**src/rtl/video_pkg.sv**
```systemverilog
// Shared constants and FSM state type for the 416x416 video path.
package video_pkg;

   localparam int IMG_WIDTH  = 416;
   localparam int IMG_HEIGHT = 416;
   localparam int ROW_W      = $clog2(IMG_HEIGHT) + 1;
   localparam int COL_W      = $clog2(IMG_WIDTH) + 1;

   typedef enum logic {
      WAIT_SOF = 1'b0,
      ACTIVE   = 1'b1
   } crop_state_e;

endpackage

```
**src/rtl/crop_pos_counter.sv**
```systemverilog
// Row/column position tracker for accepted beats with line/frame-end detection
// and registered err_line / err_sof / frame_done pulses.
module crop_pos_counter #(
   parameter int IMG_WIDTH  = video_pkg::IMG_WIDTH,
   parameter int IMG_HEIGHT = video_pkg::IMG_HEIGHT,
   parameter int ROW_W      = $clog2(IMG_HEIGHT) + 1,
   parameter int COL_W      = $clog2(IMG_WIDTH) + 1
) (
   input  logic                     clk,
   input  logic                     rst_n,
   input  logic                     accept,
   input  logic                     sof,
   input  logic                     eol,
   output video_pkg::crop_state_e   state,
   output logic [ROW_W-1:0]         row,
   output logic [COL_W-1:0]         col,
   output logic                     err_line,
   output logic                     err_sof,
   output logic                     frame_done
);

   video_pkg::crop_state_e state_nxt;
   logic [ROW_W-1:0] row_nxt;
   logic [COL_W-1:0] col_nxt;
   logic err_line_nxt, err_sof_nxt, frame_done_nxt;
   logic at_w_end, at_h_end, line_end, active_beat;

   assign at_w_end    = (col == COL_W'(IMG_WIDTH - 1));
   assign at_h_end    = (row == ROW_W'(IMG_HEIGHT - 1));
   assign line_end    = eol || at_w_end;
   assign active_beat = accept && !sof && (state == video_pkg::ACTIVE);

   always_ff @(posedge clk or negedge rst_n) begin
      if (!rst_n) begin
         state      <= video_pkg::WAIT_SOF;
         row        <= '0;
         col        <= '0;
         err_line   <= 1'b0;
         err_sof    <= 1'b0;
         frame_done <= 1'b0;
      end else begin
         state      <= state_nxt;
         row        <= row_nxt;
         col        <= col_nxt;
         err_line   <= err_line_nxt;
         err_sof    <= err_sof_nxt;
         frame_done <= frame_done_nxt;
      end
   end

   // A SOF beat always restarts the frame at (0,0), so the next beat is col 1.
   always_comb begin
      state_nxt = state;
      row_nxt   = row;
      col_nxt   = col;
      if (accept && sof) begin
         state_nxt = video_pkg::ACTIVE;
         row_nxt   = '0;
         col_nxt   = COL_W'(1);
      end else if (active_beat) begin
         if (line_end) begin
            col_nxt = '0;
            if (at_h_end) begin
               row_nxt   = '0;
               state_nxt = video_pkg::WAIT_SOF;
            end else begin
               row_nxt = row + ROW_W'(1);
            end
         end else begin
            col_nxt = col + COL_W'(1);
         end
      end
   end

   always_comb begin
      err_sof_nxt    = accept && sof && (state == video_pkg::ACTIVE);
      err_line_nxt   = active_beat && (eol != at_w_end);
      frame_done_nxt = active_beat && line_end && at_h_end;
   end

endmodule

```
**src/rtl/crop_window_ctrl.sv**
```systemverilog
// AXI4-Stream region-of-interest crop with frame-boundary shadowed window
// configuration and regenerated SOF/EOL sidebands.
module crop_window_ctrl #(
   parameter int IMG_WIDTH     = video_pkg::IMG_WIDTH,
   parameter int IMG_HEIGHT    = video_pkg::IMG_HEIGHT,
   parameter int DATA_W        = 24,
   parameter int DEF_ROW_START = 0,
   parameter int DEF_ROW_COUNT = 416,
   parameter int DEF_COL_START = 0,
   parameter int DEF_COL_COUNT = 416,
   localparam int ROW_W        = $clog2(IMG_HEIGHT) + 1,
   localparam int COL_W        = $clog2(IMG_WIDTH) + 1
) (
   input  logic              clk,
   input  logic              rst_n,
   input  logic [DATA_W-1:0] s_axi_video_tdata,
   input  logic              s_axi_video_tvalid,
   input  logic              s_axi_video_tuser,
   input  logic              s_axi_video_tlast,
   output logic              s_axi_video_tready,
   output logic [DATA_W-1:0] m_axi_video_tdata,
   output logic              m_axi_video_tvalid,
   output logic              m_axi_video_tuser,
   output logic              m_axi_video_tlast,
   input  logic              m_axi_video_tready,
   input  logic              cfg_wr,
   input  logic [ROW_W-1:0]  cfg_row_start,
   input  logic [ROW_W-1:0]  cfg_row_count,
   input  logic [COL_W-1:0]  cfg_col_start,
   input  logic [COL_W-1:0]  cfg_col_count,
   output logic              cfg_err,
   output logic              err_line,
   output logic              err_sof,
   output logic              frame_done
);

   // Handshake: a beat transfers on s_tvalid && s_tready; in-window beats pass
   // ready/valid straight through, out-of-window beats are sunk with ready=1.
   logic [ROW_W-1:0] sh_rs, sh_rc, ac_rs, ac_rc, w_rs, w_rc, cur_row, row;
   logic [COL_W-1:0] sh_cs, sh_cc, ac_cs, ac_cc, w_cs, w_cc, cur_col, col;
   logic [ROW_W:0]   row_end, cfg_row_end;
   logic [COL_W:0]   col_end, cfg_col_end;
   logic             live, in_win, accept, cfg_ok;
   video_pkg::crop_state_e state;

   crop_pos_counter #(
      .IMG_WIDTH (IMG_WIDTH),
      .IMG_HEIGHT(IMG_HEIGHT),
      .ROW_W     (ROW_W),
      .COL_W     (COL_W)
   ) u_pos (
      .clk       (clk),
      .rst_n     (rst_n),
      .accept    (accept),
      .sof       (s_axi_video_tuser),
      .eol       (s_axi_video_tlast),
      .state     (state),
      .row       (row),
      .col       (col),
      .err_line  (err_line),
      .err_sof   (err_sof),
      .frame_done(frame_done)
   );

   // A SOF beat is judged against the shadow window at position (0,0), since
   // the active window is reloaded from the shadow on that very beat.
   always_comb begin
      w_rs    = s_axi_video_tuser ? sh_rs : ac_rs;
      w_rc    = s_axi_video_tuser ? sh_rc : ac_rc;
      w_cs    = s_axi_video_tuser ? sh_cs : ac_cs;
      w_cc    = s_axi_video_tuser ? sh_cc : ac_cc;
      cur_row = s_axi_video_tuser ? '0 : row;
      cur_col = s_axi_video_tuser ? '0 : col;
      row_end = {1'b0, w_rs} + {1'b0, w_rc};
      col_end = {1'b0, w_cs} + {1'b0, w_cc};
      live    = rst_n && ((state == video_pkg::ACTIVE) || s_axi_video_tuser);
      in_win  = live && (cur_row >= w_rs) && ({1'b0, cur_row} < row_end)
                     && (cur_col >= w_cs) && ({1'b0, cur_col} < col_end);
   end

   assign m_axi_video_tdata  = s_axi_video_tdata;
   assign m_axi_video_tvalid = in_win && s_axi_video_tvalid;
   assign m_axi_video_tuser  = in_win && (cur_row == w_rs) && (cur_col == w_cs);
   assign m_axi_video_tlast  = in_win && ({1'b0, cur_col} == col_end - (COL_W + 1)'(1));
   assign s_axi_video_tready = in_win ? m_axi_video_tready : 1'b1;
   assign accept             = s_axi_video_tvalid && s_axi_video_tready;

   assign cfg_row_end = {1'b0, cfg_row_start} + {1'b0, cfg_row_count};
   assign cfg_col_end = {1'b0, cfg_col_start} + {1'b0, cfg_col_count};
   assign cfg_ok      = (cfg_row_count != '0) && (cfg_col_count != '0)
                     && (cfg_row_end <= (ROW_W + 1)'(IMG_HEIGHT))
                     && (cfg_col_end <= (COL_W + 1)'(IMG_WIDTH));

   always_ff @(posedge clk or negedge rst_n) begin
      if (!rst_n) begin
         sh_rs   <= ROW_W'(DEF_ROW_START);
         sh_rc   <= ROW_W'(DEF_ROW_COUNT);
         sh_cs   <= COL_W'(DEF_COL_START);
         sh_cc   <= COL_W'(DEF_COL_COUNT);
         cfg_err <= 1'b0;
      end else begin
         cfg_err <= cfg_wr && !cfg_ok;
         if (cfg_wr && cfg_ok) begin
            sh_rs <= cfg_row_start;
            sh_rc <= cfg_row_count;
            sh_cs <= cfg_col_start;
            sh_cc <= cfg_col_count;
         end
      end
   end

   // Reads the pre-update shadow, so a coincident cfg_wr lands next frame.
   always_ff @(posedge clk or negedge rst_n) begin
      if (!rst_n) begin
         ac_rs <= ROW_W'(DEF_ROW_START);
         ac_rc <= ROW_W'(DEF_ROW_COUNT);
         ac_cs <= COL_W'(DEF_COL_START);
         ac_cc <= COL_W'(DEF_COL_COUNT);
      end else if (accept && s_axi_video_tuser) begin
         ac_rs <= sh_rs;
         ac_rc <= sh_rc;
         ac_cs <= sh_cs;
         ac_cc <= sh_cc;
      end
   end

endmodule
```
**config.mk**
```make
export PLATFORM = sky130hd
export DESIGN_NAME = crop_window_ctrl
export DESIGN_NICKNAME = d
export VERILOG_FILES = /design/src/rtl/video_pkg.sv /design/src/rtl/crop_pos_counter.sv /design/src/rtl/crop_window_ctrl.sv
export SDC_FILE = /design/constraint.sdc
export NUM_CORES = 1
export LEC_CHECK = 0
export CAP_MARGIN = 20
export CORE_MARGIN = 2
export CORE_UTILIZATION = 61
export CTS_CLUSTER_DIAMETER = 150
export DETAILED_ROUTE_END_ITERATION = 10
export DONT_BUFFER_PORTS = 1
export PLACE_DENSITY = 0.77
export SLEW_MARGIN = 15
export SYNTH_ARGS = -nofsm -noshare
export SYNTH_HDL_FRONTEND = slang
export SYNTH_HIERARCHICAL = 1
export SYNTH_SLANG_ARGS = --single-unit
export TNS_END_PERCENT = 100
```
**constraint.sdc**
```tcl
create_clock -name clk -period 13.3 [get_ports clk]
set_input_delay 2.66 -clock clk [delete_from_list [all_inputs] [get_ports clk]]
set_output_delay 2.66 -clock clk [all_outputs]
set_load 0.01 [all_outputs]
```
* Yosys cells after proc, flatten, opt, wreduce, memory -nomap -nowiden *
Cells that the tools add are included.

storage, ports and cells
  RAM bits = 0
  memory bits (read-only) = 0
  logic and storage cells = 85
  latch bits = 0
  register bits = 105
  memories kept = 0
  input bits = 71

cells by class
  order comparisons = 6
  add/subtract/negate cells = 7
  shift-type cells = 0
  muxes and demuxes = 18
  divide/modulo/power cells = 0
  eq/ne operators = 6
  reduce and logical (&&, ||, !) cells = 33
  bitwise operators = 0
  $mul = 0

operators with widths
  operator                                                                           number
  10-bit two-way mux                                                                 13
  10-bit by 10-bit adder with 11-bit output                                          4
  11-bit by 9-bit less-or-equal comparator with 1-bit output, second input constant  2
  1-bit logical AND                                                                  22
  10-bit by 11-bit less-than comparator with 1-bit output                            2
  10-bit by 1-bit adder with 10-bit output, second input constant                    2
  10-bit equality test                                                               2
  10-bit by 9-bit equality test with 1-bit output, second input constant             2
  10-bit greater-or-equal comparator                                                 2
  10-bit nonzero test                                                                2
  10-bit by 11-bit equality test with 1-bit output                                   1
  11-bit by 1-bit subtractor with 11-bit output, second input constant               1
  2-bit nonzero test                                                                 3
  1-bit two-way mux                                                                  5
  3-bit AND reduction                                                                1
  1-bit zero test                                                                    2
  1-bit logical OR                                                                   2
  2-bit AND reduction                                                                1
  1-bit inequality test                                                              1

* Logic depth before layout (Yosys ltp) *
Gate-level depths: netlist of run 1.

  depth after elaboration = 12
  gate-level depth with buffers = 25
  mapped depth without buffers = 23

* Modules after synthesis *
Netlist of run 1, hierarchy kept.

by module, submodules not included
  module            cells an instance  times used  area an instance (um^2)
  crop_window_ctrl  660                1           7020.5
  crop_pos_counter  135                1           1281.2

* Worst setup path after synthesis of run 1 *
Ideal clock, no wire load.

  path kind = input-to-output
  start point = input s_axi_video_tuser
  end point = output m_axi_video_tuser
  setup slack = 3.719 ns
  required time = 10.640 ns
  stages on the path = 20
  arrival = 6.921 ns
  cell sequence = clkbuf_1 -> buf_1 -> mux2_2 -> ha_1 -> fa_1 -> a21o_1 -> a21oi_1 -> o21bai_1 -> a21oi_1 -> nand2_1 -> nand2_1 -> xor2_1 -> ha_1 -> and4_1 -> o21ai_0 -> a21oi_1 -> o311ai_1 -> nand4_1 -> a211o_2 -> nor4_1

on the way
  cells in the longest elaborated chain, start to end = 8
  elaborated cells on any way between the ends = 22
  those cells by class = add/sub (2); order compare (4); eq/ne (2); mux (6); reduce/logical (8)

RTL lines
  item                                                                                          line                    RTL
  from (decl)                                                                                   crop_window_ctrl.sv:18  input logic s_axi_video_tuser,
  10-bit two-way mux (tied with other cells)                                                    crop_window_ctrl.sv:68  w_rs = s_axi_video_tuser ? sh_rs : ac_rs;
  10-bit by 10-bit adder with 11-bit output (tied with other cells)                             crop_window_ctrl.sv:74  row_end = {1'b0, w_rs} + {1'b0, w_rc};
  10-bit by 11-bit less-than comparator with 1-bit output or 1-bit logical AND (tied branches)  crop_window_ctrl.sv:77  in_win = live && (cur_row >= w_rs) && ({1'b0, cur_row} < row_end)
  1-bit logical AND                                                                             crop_window_ctrl.sv:77
  1-bit logical AND (2 in series)                                                               crop_window_ctrl.sv:78  && (cur_col >= w_cs) && ({1'b0, cur_col} < col_end);
  1-bit logical AND                                                                             crop_window_ctrl.sv:83  assign m_axi_video_tuser = in_win && (cur_row == w_rs) && (cur_col == w_cs);
  1-bit logical AND (*)                                                                         crop_window_ctrl.sv:83
  to (decl)                                                                                     crop_window_ctrl.sv:23  output logic m_axi_video_tuser,

Every way passes the cells marked *; elsewhere a longest branch is shown, timed or not.

* Worst setup path after layout of run 1 *
Same ends and word-level chain as after synthesis.

==> impl_metrics.ini, run 1 <==
[run_status]
outcome = completed

[layout]
final_cell_mix = dfrtp_1 (93), ha_1 (83), inv_1 (46)
finalNonFillerCells = 945
area_growth_pct = 2.97
final_nets = 922
final_layout_size_suffix_gt1_share_pct = 15.6
final_common_cell = dfrtp_1
diodes = 0

[die]
fp.dieH_um = 121
num_io_pins = 103
die_width_um = 121
dieArea_sq_um = 14600
start_util_pct = 62.7
num_rows = 42
core-area_sq_um = 13200

[min_path]
hold_path.class = reg -> reg

[yosys]
synthFlopType = dfrtp_1
yosysSeqAreaShare_pct = 31.8
synth.net_count = 953
yosysTopAreaCellShare_pct = 28.0
synthAdderAreaFrac_pct = 13.5
synthTopCellsByArea = dfrtp_1 (28%), ha_1 (13%), mux2_4 (7.2%)
syn_avg_cell_area_sq_um = 10.4
synth_cells = 795
yosys.area_share.simple_pct = 12.8
synth_xor_area_share_pct = 4.66
synth_top_family_by_area = multiplexers
yosysUniqueCellTypes = 81
synth.area.mux_share_pct = 18.1
netlist_area_sq_um = 8300
synth-compound-area-share_pct = 13.4
synth_edf_count = 0
async_flop_share_pct = 100
ys_seq_elements = 105
yosysWarnings = 6
synth_area_leader_cell = dfrtp_1

[sta]
period_minus_slack_ps = 9270
setup-violations-final = 0
setup_tns_ps = 0
fmax_mhz = 108
clock_skew_ps = 9.56
finalCritPeriodShare_pct = 69.7
drv_slew = 0
hold_viol = 0
relSlewSlack_pct = 51.8
worst_slew_pin_slew_ps = 721
grt_setup_unrepaired = no

[placed_design]
dp_hpwl_mm = 13.0
dp_cells = 929
place_congestion = 0.863
numPortBuffers = 0

[cts]
cts_resized = 0
clkLatencyLatePin_ps = 360
cts_buffers = 9
cts.clk_slew.worst_paths_ps = 70
holdBufCountCts = 0
clock_path_buffers = 2
cts_tree = built
postCtsSetupRepairBufs = 0
cts-root-buf = clkbuf_16
cts_max_level = 3
cts_sinks = 105

[power_and_ir_drop]
power_density_nw_per_um2 = 217
p_leak_nw = 4.05
ir_worst_vdd_mv = 0.101

[global_route]
grt_start_max_net_pins = 107
grt_pass1_wl_mm = 28.4
antenna_found_initial = 0
grt_usage_pct = 24.2
grt_pass1_vias = 5873
overflow = 0

[setup_path]
crit_type = in -> out
crit_arrival_ps = 6610
critical-path-slowest-cell = nor4_1
reg2reg_slack_ps = 7990
cpMostUsedCell = a21oi_1
crit_path_end_kind = output pin
worstPathCellList = mux2_2 > ha_1 > fa_1 > a21o_1 > a21oi_1 > o21bai_1 > a21oi_1 > nand2_1 > nand2_1 > xor2_1 > ha_1 > and4_1 > o21ai_0 > a21oi_1 > o31ai_1 > a21oi_1 > a211o_2 > nor4_1
critPathLaunchType = primary input
crit_fanout = 75
required_ps = 10640
cp_top_family = compound AO/OA/AOI/OAI gates
slowest_delay_ps = 530
cp_num_buf_inv = 0

[drt]
vias_per_cell = 6.13
wl_mm = 16.8
drtIter0Drc = 368
wire_per_inst_um = 17.8
ant_nets = 0
vias = 5796
dr.pass1.iters = 5
route.detailed.drc = 0

[run]
max_cap_viol_count = 0
==> power breakdown <==
group | total (mW) | switching [mW] | internal [mW] | leakage [nW]
registers | 0.543 | 0.0929 | 0.450 | 1.30
clock network | 0.268 | 0.134 | 0.135 | 0.149
logic | 1.05 | 0.539 | 0.506 | 2.60
==> layout make-up <==
cell class                 instances  area (sq um)
clock inverter                     7          83.8
timing repair buffer               2          15.0
tap                              176           220
sequential                       105          2640
inverter                          46           173
clock buffer                       9           225
multi-input combinational        600          5190
fill                            1025          4690
==> cells by family after synthesis <==
group                      count (synthesis)
and+or+nand+nor                          190
AOI/OAI and AO/OA                        162
adders and majority gates                 87
muxes                                    122
buffers and inverters                     90
xor gates and xnor gates                  39
DFF                                      105
==> stage by stage <==
stage / instance area (sq um) / util (%) / worst slack (ps) / hold slack (ps) / total power, mW
final: 8550 / 64.6 / 4030 / 492 / 1.86
after global routing: 8550 / 64.6 / 3730 / 508 / 2.01
after CTS: 8550 / 64.6 / 4030 / 494 / 1.86
after detailed placement: 8240 / 62.2 / 4040 / 477 / 1.58
after global placement: 8240 / 62.2 / 4210 / 469 / 1.51
after floorplan: 8300 / - / 3720 / 460 / 1.38
==> routing by layer <==
metal  GRT usage (%)  part of all wire (%)  up-vias
li1                -                     -     2817
met1            32.9                    46     2779
met2            38.2                    45      161
met3            4.25                   5.3       39
met4            10.2                   3.1        0
met5               0                     0        -
==> cell usage after synthesis (all sizes together) (2+ instances only) <==
cell,number
o31ai,3
ha,83
a21boi,5
xor2,14
dfrtp,93
dfstp,12
a211o,2
nand4,13
nor4,8
o22ai,4
nor2b,24
and4,3
o21bai,5
o211ai,4
or4,3
a2111oi,2
a21o,22
nand2,36
nand2b,8
o2111ai,3
clkbuf,5
nor2,31
or3,6
and3,9
mux2i,19
fa,4
xnor2,25
or2,2
a22o,2
nand3,20
a21oi,44
nor3,9
a211oi,3
a31oi,7
and2,7
inv,46
nand4b,2
mux2,103
o21ai,35
buf,39
o311ai,4
o21ba,2
o21a,8
nor3b,4
==> path summary, 6_finish.rpt <==
| check | start | end | depth (start not counted) |
|---|---|---|---|
| max reg2reg | sh_rs[0] | u_pos/col[3] | 22 |
| min in group asynchronous | rst_n | ac_rc[0] | 0 |
| max | s_axi_video_tuser | m_axi_video_tuser | 18 |
| min reg2reg | ac_cs[8] | ac_cs[8] | 1 |
| min | ac_cs[8] | ac_cs[8] | 1 |
| max in group asynchronous | rst_n | sh_cc[5] | 0 |
==> state kept, by name (all words and copies together), names as in the netlist <==
signal,cells
ac_cc,10
ac_cs,10
ac_rc,10
ac_rs,10
cfg_err,1
sh_cc,10
sh_cs,10
sh_rc,10
sh_rs,10
u_pos/col,10
u_pos/err_line,1
u_pos/err_sof,1
u_pos/frame_done,1
u_pos/row,10
u_pos/state,1
Note: power is estimated with default switching activity, not from simulation.
==> inputs of run 2 (changes only) <==
--- a/config.mk
+++ b/config.mk
@@ -7,11 +7,11 @@
 export LEC_CHECK = 0
 export CAP_MARGIN = 20
 export CORE_MARGIN = 2
-export CORE_UTILIZATION = 61
+export CORE_UTILIZATION = 59
 export CTS_CLUSTER_DIAMETER = 150
 export DETAILED_ROUTE_END_ITERATION = 10
 export DONT_BUFFER_PORTS = 1
-export PLACE_DENSITY = 0.77
+export PLACE_DENSITY = 0.78
 export SLEW_MARGIN = 15
 export SYNTH_ARGS = -nofsm -noshare
 export SYNTH_HDL_FRONTEND = slang
==> constraint.sdc (replaced) <==
create_clock -name clk -period 7.55 [get_ports clk]
set_input_delay 1.51 -clock clk [delete_from_list [all_inputs] [get_ports clk]]
set_output_delay 1.51 -clock clk [all_outputs]
set_load 0.01 [all_outputs]
==> run 2 against run 1 <==
  * Worst hold slack is essentially flat
  * Wire length grew 2.3%
  * Cell area is essentially flat
  * Clock power grew 74%
  * Clock-buffer cell count grew 3
  * Sequential cell count is the same
  * Global-route usage shrank 0.36 points
  * Critical path depth grew 1
  * Sequential share of layout area is essentially flat
  * Via count grew 1.4%
  * Highest routed layer unchanged
==> impl_metrics.ini, run 2 (same netlist as run 1, synthesis figures left out) <==
[run_status]
outcome = completed

[sta]
whs_ps = 492
setup_tns_ps = 0
setup-violations-final = 0
fmax_mhz = 145
grt_setup_unrepaired = no
finalCritPeriodShare_pct = 91.1
fin_ws_ps = 673
clock_skew_ps = 9.59
relSlewSlack_pct = 50.8
worst_slew_pin_slew_ps = 736
hold_viol = 0
drv_slew = 0
period_minus_slack_ps = 6880

[placed_design]
dp_hpwl_mm = 13.0
place_area_sq_um = 8250
numPortBuffers = 0
place_congestion = 0.840
dp_slack_ps = 720

[min_path]
hold_path.class = reg -> reg

[power_and_ir_drop]
pwr-share-comb_pct = 56.7
p_clk_share_pct = 14.2
ir_worst_vdd_mv = 0.170
intPower_mw = 1.93
power_density_nw_per_um2 = 384
p_switching_mw = 1.35
sw_frac_of_total_pct = 41.1
power_mw = 3.28
p_leak_nw = 4.05
seq_power_share_pct = 29.2

[layout]
fin_area_sq_um = 8540
seqCellArea_sq_um = 2640
final_cell_mix = dfrtp_1 (93), ha_1 (83), inv_1 (46)
multi_input_area_sq_um = 5190
final_nets = 923
final_layout_size_suffix_gt1_share_pct = 15.6
fillers = 1092
diodes = 0
final_common_cell = dfrtp_1
area_growth_pct = 2.91

[cts]
clkLatencyLatePin_ps = 360
holdBufCountCts = 0
cts_tree = built
cts_sinks = 105
cts-root-buf = clkbuf_16
cts_buffers = 9
cts_resized = 0
cts_max_level = 3
postCtsSetupRepairBufs = 0
cts.clk_slew.worst_paths_ps = 70
clock_path_buffers = 2

[setup_path]
worstPathCellList = mux2_2 > ha_1 > fa_1 > a21o_1 > a21oi_1 > o21bai_1 > a21oi_1 > nand2_1 > nand2_1 > xor2_1 > ha_1 > and4_1 > o21ai_0 > a21oi_1 > o311ai_1 > nand4_1 > a211o_2 > nor4_1 > buf_4
crit_type = in -> out
critical-path-slowest-cell = fa_1
slowest_delay_ps = 400
cpMostUsedCell = a21oi_1
critPathLaunchType = primary input
crit_path_end_kind = output pin
crit_arrival_ps = 5370
crit_fanout = 75
required_ps = 6040

[die]
num_io_pins = 103
die_width_um = 123
start_util_pct = 60.0
num_rows = 43
core-area_sq_um = 13800
dieArea_sq_um = 15000
fp.dieH_um = 123

[global_route]
grt_pass1_wl_mm = 28.7
overflow = 0
antenna_found_initial = 0
grt_start_max_net_pins = 107
grt_pass1_vias = 5924
grt_usage_pct = 23.8

[drt]
vias_per_cell = 6.19
wl_mm = 17.2
ant_nets = 0
wire_per_inst_um = 18.1
dr.pass1.iters = 5
vias = 5877
route.detailed.drc = 0
drtIter0Drc = 355

[run]
max_cap_viol_count = 0
[run 2: power by group through the flow]
stage / sequential (mW) / clock (mW) / combinational [mW]
final: 0.957 / 0.465 / 1.86
after global routing: 0.983 / 0.495 / 2.06
after CTS: 0.954 / 0.468 / 1.86
after detailed placement: 0.958 / 0 / 1.83
after global placement: 0.939 / 0 / 1.74
after floorplan: 0.888 / 0 / 1.53
[run 2: area by class of cell]
| cell class | instances | share of cell area, % |
|---|---|---|
| tap | 180 | 2.64 |
| sequential | 105 | 30.9 |
| multi-input combinational | 600 | 60.7 |
| timing repair buffer | 3 | 0.264 |
| clock buffer | 12 | 3.00 |
| inverter | 46 | 2.02 |
| clock inverter | 4 | 0.410 |
[run 2: per-layer routing]
| metal | vias to the layer above | routed length (um) | global-route usage [%] |
|---|---|---|---|
| li1 | 2820 | - | - |
| met1 | 2909 | 8080 | 33.2 |
| met2 | 126 | 8100 | 38.3 |
| met3 | 22 | 794 | 3.86 |
| met4 | 0 | 255 | 7.11 |
| met5 | - | 0 | 0 |
[run 2: worst max-delay path: cells and delay by family]
| kind | cells | cell delay [ps] |
|---|---|---|
| adder cells (fa/ha/maj) | 3 | 890 |
| buffers and inverters | 1 | 180 |
| multiplexers | 1 | 340 |
| XOR/XNOR | 1 | 160 |
| AO/OA/AOI/OAI | 8 | 1540 |
| AND/OR/NAND/NOR | 5 | 760 |
[run 2: through the flow]
step           std cells  util (%)
2_1_floorplan        795         -
3_3_place_gp         934      59.7
3_5_place_dp         934      59.7
4_1_cts              950      61.8
5_1_grt              950      61.8
6_report             950      61.8
[run 2: worst paths after layout]
check,startpoint,to,slack [ps],cells after the start
setup reg to reg,sh_rs[0],u_pos/col[3],2260,22
hold reg to reg,ac_cc[2],ac_cc[2],490,1
hold / removal,ac_cc[2],ac_cc[2],490,1
setup / recovery,s_axi_video_tuser,m_axi_video_tuser,670,19
max in group asynchronous,rst_n,sh_cc[5],6450,0
min in group asynchronous,rst_n,u_pos/row[2],840,0
